### src/rtl/tsc_defs.sv
// Shared definitions for the TSC multi-cycle control path: widths, opcode and
// func constants, sequencer states, instruction classes and select encodings.
package tsc_defs;

   localparam int TSC_WORD_SIZE  = 16;
   localparam int TSC_ADDR_BITNO = 2;
   localparam int LINK_REG       = 2;

   localparam logic [3:0] OP_BNE   = 4'd0;
   localparam logic [3:0] OP_BEQ   = 4'd1;
   localparam logic [3:0] OP_BGZ   = 4'd2;
   localparam logic [3:0] OP_BLZ   = 4'd3;
   localparam logic [3:0] OP_ADI   = 4'd4;
   localparam logic [3:0] OP_ORI   = 4'd5;
   localparam logic [3:0] OP_LHI   = 4'd6;
   localparam logic [3:0] OP_LWD   = 4'd7;
   localparam logic [3:0] OP_SWD   = 4'd8;
   localparam logic [3:0] OP_JMP   = 4'd9;
   localparam logic [3:0] OP_JAL   = 4'd10;
   localparam logic [3:0] OP_RTYPE = 4'd15;

   localparam logic [5:0] FN_ALU_LAST = 6'd7;
   localparam logic [5:0] FN_JPR      = 6'd25;
   localparam logic [5:0] FN_JRL      = 6'd26;
   localparam logic [5:0] FN_WWD      = 6'd28;
   localparam logic [5:0] FN_HLT      = 6'd29;

   localparam logic [2:0] S_IF   = 3'd0;
   localparam logic [2:0] S_ID   = 3'd1;
   localparam logic [2:0] S_EX   = 3'd2;
   localparam logic [2:0] S_MEM  = 3'd3;
   localparam logic [2:0] S_WB   = 3'd4;
   localparam logic [2:0] S_HALT = 3'd5;

   localparam logic [1:0] PC_SRC_NEXT   = 2'd0;
   localparam logic [1:0] PC_SRC_BRANCH = 2'd1;
   localparam logic [1:0] PC_SRC_JUMP   = 2'd2;
   localparam logic [1:0] PC_SRC_REG    = 2'd3;

   localparam logic [1:0] WB_SEL_ALU = 2'd0;
   localparam logic [1:0] WB_SEL_MEM = 2'd1;
   localparam logic [1:0] WB_SEL_PC  = 2'd2;

   typedef enum logic [3:0] {
      CLS_NOP,
      CLS_BRANCH,
      CLS_JMP,
      CLS_JPR,
      CLS_WWD,
      CLS_HLT,
      CLS_LWD,
      CLS_SWD,
      CLS_ALU,
      CLS_JAL,
      CLS_JRL
   } inst_class_e;

   // Classes that finish with a register-file write in WB.
   function automatic logic writes_back(inst_class_e c);
      return c inside {CLS_ALU, CLS_LWD, CLS_JAL, CLS_JRL};
   endfunction

endpackage

### src/rtl/tsc_decoder.sv
// Combinational instruction decoder: maps the instruction register onto an
// execution class, the write-back destination register and the write-back source.
module tsc_decoder
   import tsc_defs::*;
#(
   parameter int WORD_SIZE  = TSC_WORD_SIZE,
   parameter int ADDR_BITNO = TSC_ADDR_BITNO
) (
   input  logic [WORD_SIZE-1:0]  i_ir,
   output logic [3:0]            o_class,
   output logic [ADDR_BITNO-1:0] o_dest,
   output logic [1:0]            o_wb_sel
);

   logic [3:0]            w_op;
   logic [5:0]            w_func;
   logic [ADDR_BITNO-1:0] w_rt;
   logic [ADDR_BITNO-1:0] w_rd;
   logic                  w_unused_rs;
   inst_class_e           w_cls;

   assign w_op        = i_ir[15:12];
   assign w_func      = i_ir[5:0];
   assign w_rt        = ADDR_BITNO'(i_ir[9:8]);
   assign w_rd        = ADDR_BITNO'(i_ir[7:6]);
   // rs only feeds the register-file read port, never the sequencer.
   assign w_unused_rs = ^i_ir[11:10];

   always_comb begin
      w_cls    = CLS_NOP;
      o_dest   = '0;
      o_wb_sel = WB_SEL_ALU;
      case (w_op)
         OP_BNE, OP_BEQ, OP_BGZ, OP_BLZ: w_cls = CLS_BRANCH;
         OP_ADI, OP_ORI, OP_LHI: begin
            w_cls  = CLS_ALU;
            o_dest = w_rt;
         end
         OP_LWD: begin
            w_cls    = CLS_LWD;
            o_dest   = w_rt;
            o_wb_sel = WB_SEL_MEM;
         end
         OP_SWD: w_cls = CLS_SWD;
         OP_JMP: w_cls = CLS_JMP;
         OP_JAL: begin
            w_cls    = CLS_JAL;
            o_dest   = ADDR_BITNO'(LINK_REG);
            o_wb_sel = WB_SEL_PC;
         end
         OP_RTYPE: begin
            if (w_func <= FN_ALU_LAST) begin
               w_cls  = CLS_ALU;
               o_dest = w_rd;
            end else begin
               case (w_func)
                  FN_JPR: w_cls = CLS_JPR;
                  FN_JRL: begin
                     w_cls    = CLS_JRL;
                     o_dest   = ADDR_BITNO'(LINK_REG);
                     o_wb_sel = WB_SEL_PC;
                  end
                  FN_WWD: w_cls = CLS_WWD;
                  FN_HLT: w_cls = CLS_HLT;
                  default: w_cls = CLS_NOP;
               endcase
            end
         end
         default: w_cls = CLS_NOP;
      endcase
   end

   assign o_class = w_cls;

endmodule

### src/rtl/tsc_mc_control.sv
// Multi-cycle IF/ID/EX/MEM/WB sequencer for the TSC CPU: owns the instruction
// register, the memory handshake, every register-file write and the retire count.
module tsc_mc_control
   import tsc_defs::*;
#(
   parameter int WORD_SIZE  = TSC_WORD_SIZE,
   parameter int ADDR_BITNO = TSC_ADDR_BITNO
) (
   input  logic                  clk,
   input  logic                  reset_n,
   input  logic [WORD_SIZE-1:0]  mem_data,
   input  logic                  inputReady,
   input  logic                  ackOutput,
   input  logic                  bcond,
   output logic [WORD_SIZE-1:0]  ir,
   output logic                  readM,
   output logic                  writeM,
   output logic                  i_or_d,
   output logic                  pc_write,
   output logic [1:0]            pc_src,
   output logic                  rf_write,
   output logic [ADDR_BITNO-1:0] rf_addr3,
   output logic [1:0]            wb_sel,
   output logic                  wwd_valid,
   output logic                  halted,
   output logic [WORD_SIZE-1:0]  num_inst
);

   logic [2:0]            r_state;
   logic [WORD_SIZE-1:0]  r_ir;
   logic [WORD_SIZE-1:0]  r_num_inst;

   logic [2:0]            w_next;
   logic [3:0]            w_class_raw;
   inst_class_e           w_class;
   logic [ADDR_BITNO-1:0] w_dest;
   logic [1:0]            w_dec_wb_sel;

   logic                  w_read;
   logic                  w_write;
   logic                  w_iord;
   logic                  w_pcw;
   logic [1:0]            w_pcsrc;
   logic                  w_rfw;
   logic [ADDR_BITNO-1:0] w_addr3;
   logic [1:0]            w_wbsel;
   logic                  w_wwd;
   logic                  w_halted;

   tsc_decoder #(
      .WORD_SIZE  (WORD_SIZE),
      .ADDR_BITNO (ADDR_BITNO)
   ) u_decoder (
      .i_ir     (r_ir),
      .o_class  (w_class_raw),
      .o_dest   (w_dest),
      .o_wb_sel (w_dec_wb_sel)
   );

   assign w_class = inst_class_e'(w_class_raw);

   // Outputs are Moore-decoded from state and ir; bcond and the handshake
   // pulses are the only inputs that reach them combinationally.
   always_comb begin
      w_next   = r_state;
      w_read   = 1'b0;
      w_write  = 1'b0;
      w_iord   = 1'b0;
      w_pcw    = 1'b0;
      w_pcsrc  = PC_SRC_NEXT;
      w_rfw    = 1'b0;
      w_addr3  = '0;
      w_wbsel  = WB_SEL_ALU;
      w_wwd    = 1'b0;
      w_halted = 1'b0;
      case (r_state)
         S_IF: begin
            w_read = 1'b1;
            if (inputReady) w_next = S_ID;
         end
         S_ID: w_next = S_EX;
         S_EX: begin
            w_next = S_IF;
            case (w_class)
               CLS_BRANCH: begin
                  w_pcw   = 1'b1;
                  w_pcsrc = bcond ? PC_SRC_BRANCH : PC_SRC_NEXT;
               end
               CLS_JMP: begin
                  w_pcw   = 1'b1;
                  w_pcsrc = PC_SRC_JUMP;
               end
               CLS_JPR: begin
                  w_pcw   = 1'b1;
                  w_pcsrc = PC_SRC_REG;
               end
               CLS_WWD: begin
                  w_pcw = 1'b1;
                  w_wwd = 1'b1;
               end
               CLS_HLT: w_next = S_HALT;
               CLS_LWD, CLS_SWD: w_next = S_MEM;
               default: begin
                  if (writes_back(w_class)) w_next = S_WB;
                  else w_pcw = 1'b1;
               end
            endcase
         end
         S_MEM: begin
            w_iord = 1'b1;
            if (w_class == CLS_LWD) begin
               w_read = 1'b1;
               if (inputReady) w_next = S_WB;
            end else begin
               w_write = 1'b1;
               if (ackOutput) begin
                  w_pcw  = 1'b1;
                  w_next = S_IF;
               end
            end
         end
         S_WB: begin
            w_rfw   = 1'b1;
            w_addr3 = w_dest;
            w_wbsel = w_dec_wb_sel;
            w_pcw   = 1'b1;
            if (w_class == CLS_JAL)      w_pcsrc = PC_SRC_JUMP;
            else if (w_class == CLS_JRL) w_pcsrc = PC_SRC_REG;
            else                         w_pcsrc = PC_SRC_NEXT;
            w_next  = S_IF;
         end
         S_HALT: w_halted = 1'b1;
         default: w_next = S_IF;
      endcase
   end

   always_ff @(posedge clk) begin
      if (!reset_n) begin
         r_state    <= S_IF;
         r_ir       <= '0;
         r_num_inst <= '0;
      end else begin
         r_state <= w_next;
         if (r_state == S_IF && inputReady) r_ir <= mem_data;
         if (w_pcw) r_num_inst <= r_num_inst + WORD_SIZE'(1);
      end
   end

   // Reset must silence every output in the same cycle, even before the
   // first clock edge has cleared the state.
   assign ir        = reset_n ? r_ir : '0;
   assign readM     = reset_n & w_read;
   assign writeM    = reset_n & w_write;
   assign i_or_d    = reset_n & w_iord;
   assign pc_write  = reset_n & w_pcw;
   assign pc_src    = reset_n ? w_pcsrc : '0;
   assign rf_write  = reset_n & w_rfw;
   assign rf_addr3  = reset_n ? w_addr3 : '0;
   assign wb_sel    = reset_n ? w_wbsel : '0;
   assign wwd_valid = reset_n & w_wwd;
   assign halted    = reset_n & w_halted;
   assign num_inst  = reset_n ? r_num_inst : '0;

endmodule

### config.mk
export PLATFORM = sky130hd
export DESIGN_NAME = tsc_mc_control
export DESIGN_NICKNAME = d
export VERILOG_FILES = /design/src/rtl/tsc_defs.sv /design/src/rtl/tsc_decoder.sv /design/src/rtl/tsc_mc_control.sv
export SDC_FILE = /design/constraint.sdc
export NUM_CORES = 1
export LEC_CHECK = 0
export CAP_MARGIN = 5
export CORE_UTILIZATION = 35
export CTS_BUF_LIST = sky130_fd_sc_hd__clkbuf_2
export CTS_CLUSTER_DIAMETER = 150
export DETAILED_ROUTE_END_ITERATION = 8
export PLACE_DENSITY = 0.64
export SETUP_SLACK_MARGIN = 0.5
export SLEW_MARGIN = 5
export SYNTH_ARGS = -nofsm -noshare
export SYNTH_HDL_FRONTEND = slang
export SYNTH_HIERARCHICAL = 1
export SYNTH_SLANG_ARGS = --single-unit
### constraint.sdc
create_clock -name clk -period 2.95 [get_ports clk]
set_clock_uncertainty 0.2 [all_clocks]
set_input_delay 0.59 -clock clk [delete_from_list [all_inputs] [get_ports clk]]
set_output_delay 0.59 -clock clk [all_outputs]
set_load 0.1 [all_outputs]
==> reports/results.tsv <==
stage	metric	value	unit
outcome	status	finished, violations left	
outcome	failing checks	negative setup slack	
worst_setup_path	worst-path cell chain	and4bb_1, nand4_2, o22ai_4, and4bb_2, a2bb2oi_2, o41a_1, nor2_4, buf_12	
yosys	Commonest cells post-synth	43 x nand2_1, 38 x and2_1, 36 x a21oi_1, 35 x dfxtp_1, 14 x clkbuf_1	
sta	Slew headroom	58.0	%
worst_setup_path	Worst EP arrival	2.46	ns
worst_setup_path	Top Family by Delay on Critical Path	simple AND/OR/NAND/NOR gates	
sta	Final Cycle Share	110	%
global_routing	pin count of the biggest net entering global routing	37	
placed_design	pre-CTS setup slack	-0.0268	ns
placed_design	HPWL Detailed	4560	µm
global_routing	first-pass GRT wire length	10800	µm
layout	nets@finish	408	
worst_setup_path	R2R cell count	10	
yosys	most common cell in the netlist	nand2_1	
layout	Antenna Cells	0	
sta	Worst Hold Margin	0.262	ns
routing	initial drt markers	144	
placed_design	# port buffers	65	
clock_tree	Max clock buf depth	2	
worst_hold_path	critical hold path startpoint	r_ir[10]	
layout	layout filler cell count	448	
yosys	most area-hungry cell type in the Yosys netlist	dfxtp_1	
global_routing	number of global-route vias before repair	2333	
yosys	number of distinct library cells after synthesis	49	
sta	Setup WS post-layout	-0.295	ns
routing	routed vias/inst	5.38	
sta	unrepaired setup endpoints after global routing	yes	
routing	1st-pass router iterations	5	
power_and_ir_drop	power density cells	303	mW/mm²
yosys	Synth Flop Type	dfxtp_1	
worst_setup_path	Slowest cell on crit path	dfxtp_2	
yosys	Syn Inst Count	293	
global_routing	gr usage total	21.2	%
power_and_ir_drop	peak supply drop	0.000233	V
floorplanning	area of the core	0.00596	mm²
clock_tree	TritonCTS clock tree	done	
yosys	Synth Register Bits	35	
yosys	fraction of registers with async set/reset	0	%
global_routing	gr ovfl total	0	
worst_setup_path	worst r2r src	r_ir[1]	
sta	Worst-Margin Slew	0.630	ns
yosys	mean post-synth cell area	7.39	µm²
global_routing	initial antenna violation count	0	
clock_tree	CTS root buffer	clkbuf_2	
floorplanning	Die Span Y	80.7	µm
worst_setup_path	Worst EP required	2.16	ns
worst_setup_path	R2R Setup Slk	0.04	ns
routing	final antenna-violating net count	0	
worst_setup_path	Buf/Inv on CP	1	
worst_setup_path	startpoint types	flop	
clock_tree	clock slew at reported path FFs	0.18	ns
run	number of max-cap violations	0	
clock_tree	cts bufs inserted	5	
yosys	Area contributors post-synth	dfxtp_1 32%, and2_1 11%, a21oi_1 8.3%, nand2_1 7.5%, or3_1 2.9%	
worst_hold_path	Worst Hold Path EP	r_ir[10]	
power_and_ir_drop	total power	1240	µW
sta	total negative setup slack	-1.36	ns
yosys	Mapped Nets	315	
worst_hold_path	Worst Hold Class	reg2reg	
worst_setup_path	crit-path max FO	4	
clock_tree	H-tree levels	2	
worst_setup_path	CP Capture Type	output pin	
worst_hold_path	Hold Path Stages	2	
clock_tree	Clk Latency, worst-skew pair	0.38	ns
worst_setup_path	FF-to-FF End	r_num_inst[13]	
power_and_ir_drop	LEAKAGE	0.00154	µW
routing	via count	2485	
layout	Synth-to-Final Area Change	88.6	%
floorplanning	Initial Util	36.4	%
sta	Max Slew Vio Count	0	
placed_design	RD Place Congestion	0.883	
clock_tree	Post-CTS Hold Fix Bufs	0	
floorplanning	Top-Level Pins	66	
worst_setup_path	slowest cell delay on critical path	0.38	ns
sta	total count of hold-check failures in the final report	0	
worst_setup_path	worst setup path category	reg2out	
yosys	register area share after synthesis	32.4	%
floorplanning	die width	80.7	µm
routing	Routed wire per std cell	15.0	µm
layout	share of post-route cells with drive strength above 1	50.1	%
floorplanning	Die ar.	0.00651	mm²
sta	maximum clock frequency	308	MHz
routing	DRC viols	0	
clock_tree	Sink Count	35	
yosys	top-area cell type share of the netlist area	32.4	%
yosys	EDFF count, synth	0	
routing	Detailed Route WL	6920	µm
floorplanning	Rows	28	
sta	final worst path period need	3.25	ns
sta	Final Setup Violations	6	
yosys	Mapped Area	0.00217	mm²
yosys	Synth Warn #	6	
-- worst max path at each step --
| stage | startpoint | endpoint | slack [ns] | cells after the start |
|---|---|---|---|---|
| 6_report | r_ir[1] | pc_write | -0.30 | 8 |
| 3_3_place_gp | reset_n | writeM | 0.01 | 5 |
| 4_1_cts | r_ir[5] | pc_src[0] | -0.27 | 10 |
| 5_1_grt | r_ir[1] | pc_write | -0.40 | 8 |
| 3_5_place_dp | reset_n | pc_src[1] | -0.03 | 6 |
| 2_1_floorplan | r_ir[14] | pc_write | -0.20 | 10 |
-- logic make-up (layout without fill, tap and decap cells) --
kind of cell,count (synthesis),after routing,synth area share [%]
xor gates and xnor gates,1,1,0.404
buffers and inverters,26,120,5.72
and+or+nand+nor,154,154,39.3
muxes,3,3,1.39
DFF,35,35,32.4
adders and majority gates,1,1,0.578
AOI/OAI and AO/OA,73,73,20.2
-- state kept, by name (all words and copies together), names as in the netlist --
signal      count
r_state         3
r_num_inst     16
r_ir           16
-- routing by layer --
metal | share of wire (%) | global-route usage (%) | wire [µm] | vias up
li1 | - | - | - | 1222
met1 | 44 | 27.9 | 3040 | 1189
met2 | 51 | 35.7 | 3540 | 68
met3 | 3.8 | 3.07 | 263 | 6
met4 | 0.94 | 5.71 | 65 | 0
met5 | 0 | 0 | 0 | -
-- layout by cell type, fill, tap and decap left out, drive strengths merged, types with 2 or more instances in the layout --
master,netlist,layout
dfxtp,35,35
o211ai,2,2
and3,2,2
mux2i,3,3
nand3,9,9
o31ai,6,6
and4bb,2,2
nand2,43,43
a21oi,36,36
nor3,7,7
nand4,8,8
nor2,14,14
buf,7,87
and3b,2,2
clkbuf,14,7
or4,5,5
a31oi,2,2
clkdlybuf4s50,0,19
and2,38,38
a21o,3,3
nand4b,2,2
nand2b,6,6
nor2b,3,3
inv,5,5
o21ai,12,12
or3,10,10
-- worst min-delay path: stages, from the launching register on --
cell and delay, ns:
dfxtp_1 0.34, nand2_1 0.05, a21oi_1 0.05
-- per-stage QoR --
stage               util [%]  area, µm²  std cells
floorplan                  -       2380        293
global route            68.6       4090        462
finish                  68.6       4090        462
detailed placement      60.4       3600        430
CTS                     64.1       3820        449
global placement        60.4       3600        430
-- timing repair --
| action | 4_1_cts | 5_1_grt |
|---|---|---|
| setup endpoints to repair | 63 | 32 |
| gates cloned | 0 | 1 |
| gates resized for setup | 26 | 41 |
| pin swaps | 11 | 30 |
| buffers inserted | 11 | 12 |
-- where the power goes --
group	total (µW)	internal, µW	switching (µW)
clock	228	64.8	163
sequential	534	497	37.6
combinational	477	208	268
-- final cells by class --
type                       count  area, µm²  area share [%]
multi-input combinational    232       1720            42.1
timing repair buffer         107       1490            36.4
sequential                    35        728            17.8
tap                           75       93.8            2.30
clock buffer                   7       35.0           0.858
inverter                       5       18.8           0.459
clock inverter                 1       5.00           0.123
No activity file was read; power rests on OpenSTA's default activity.
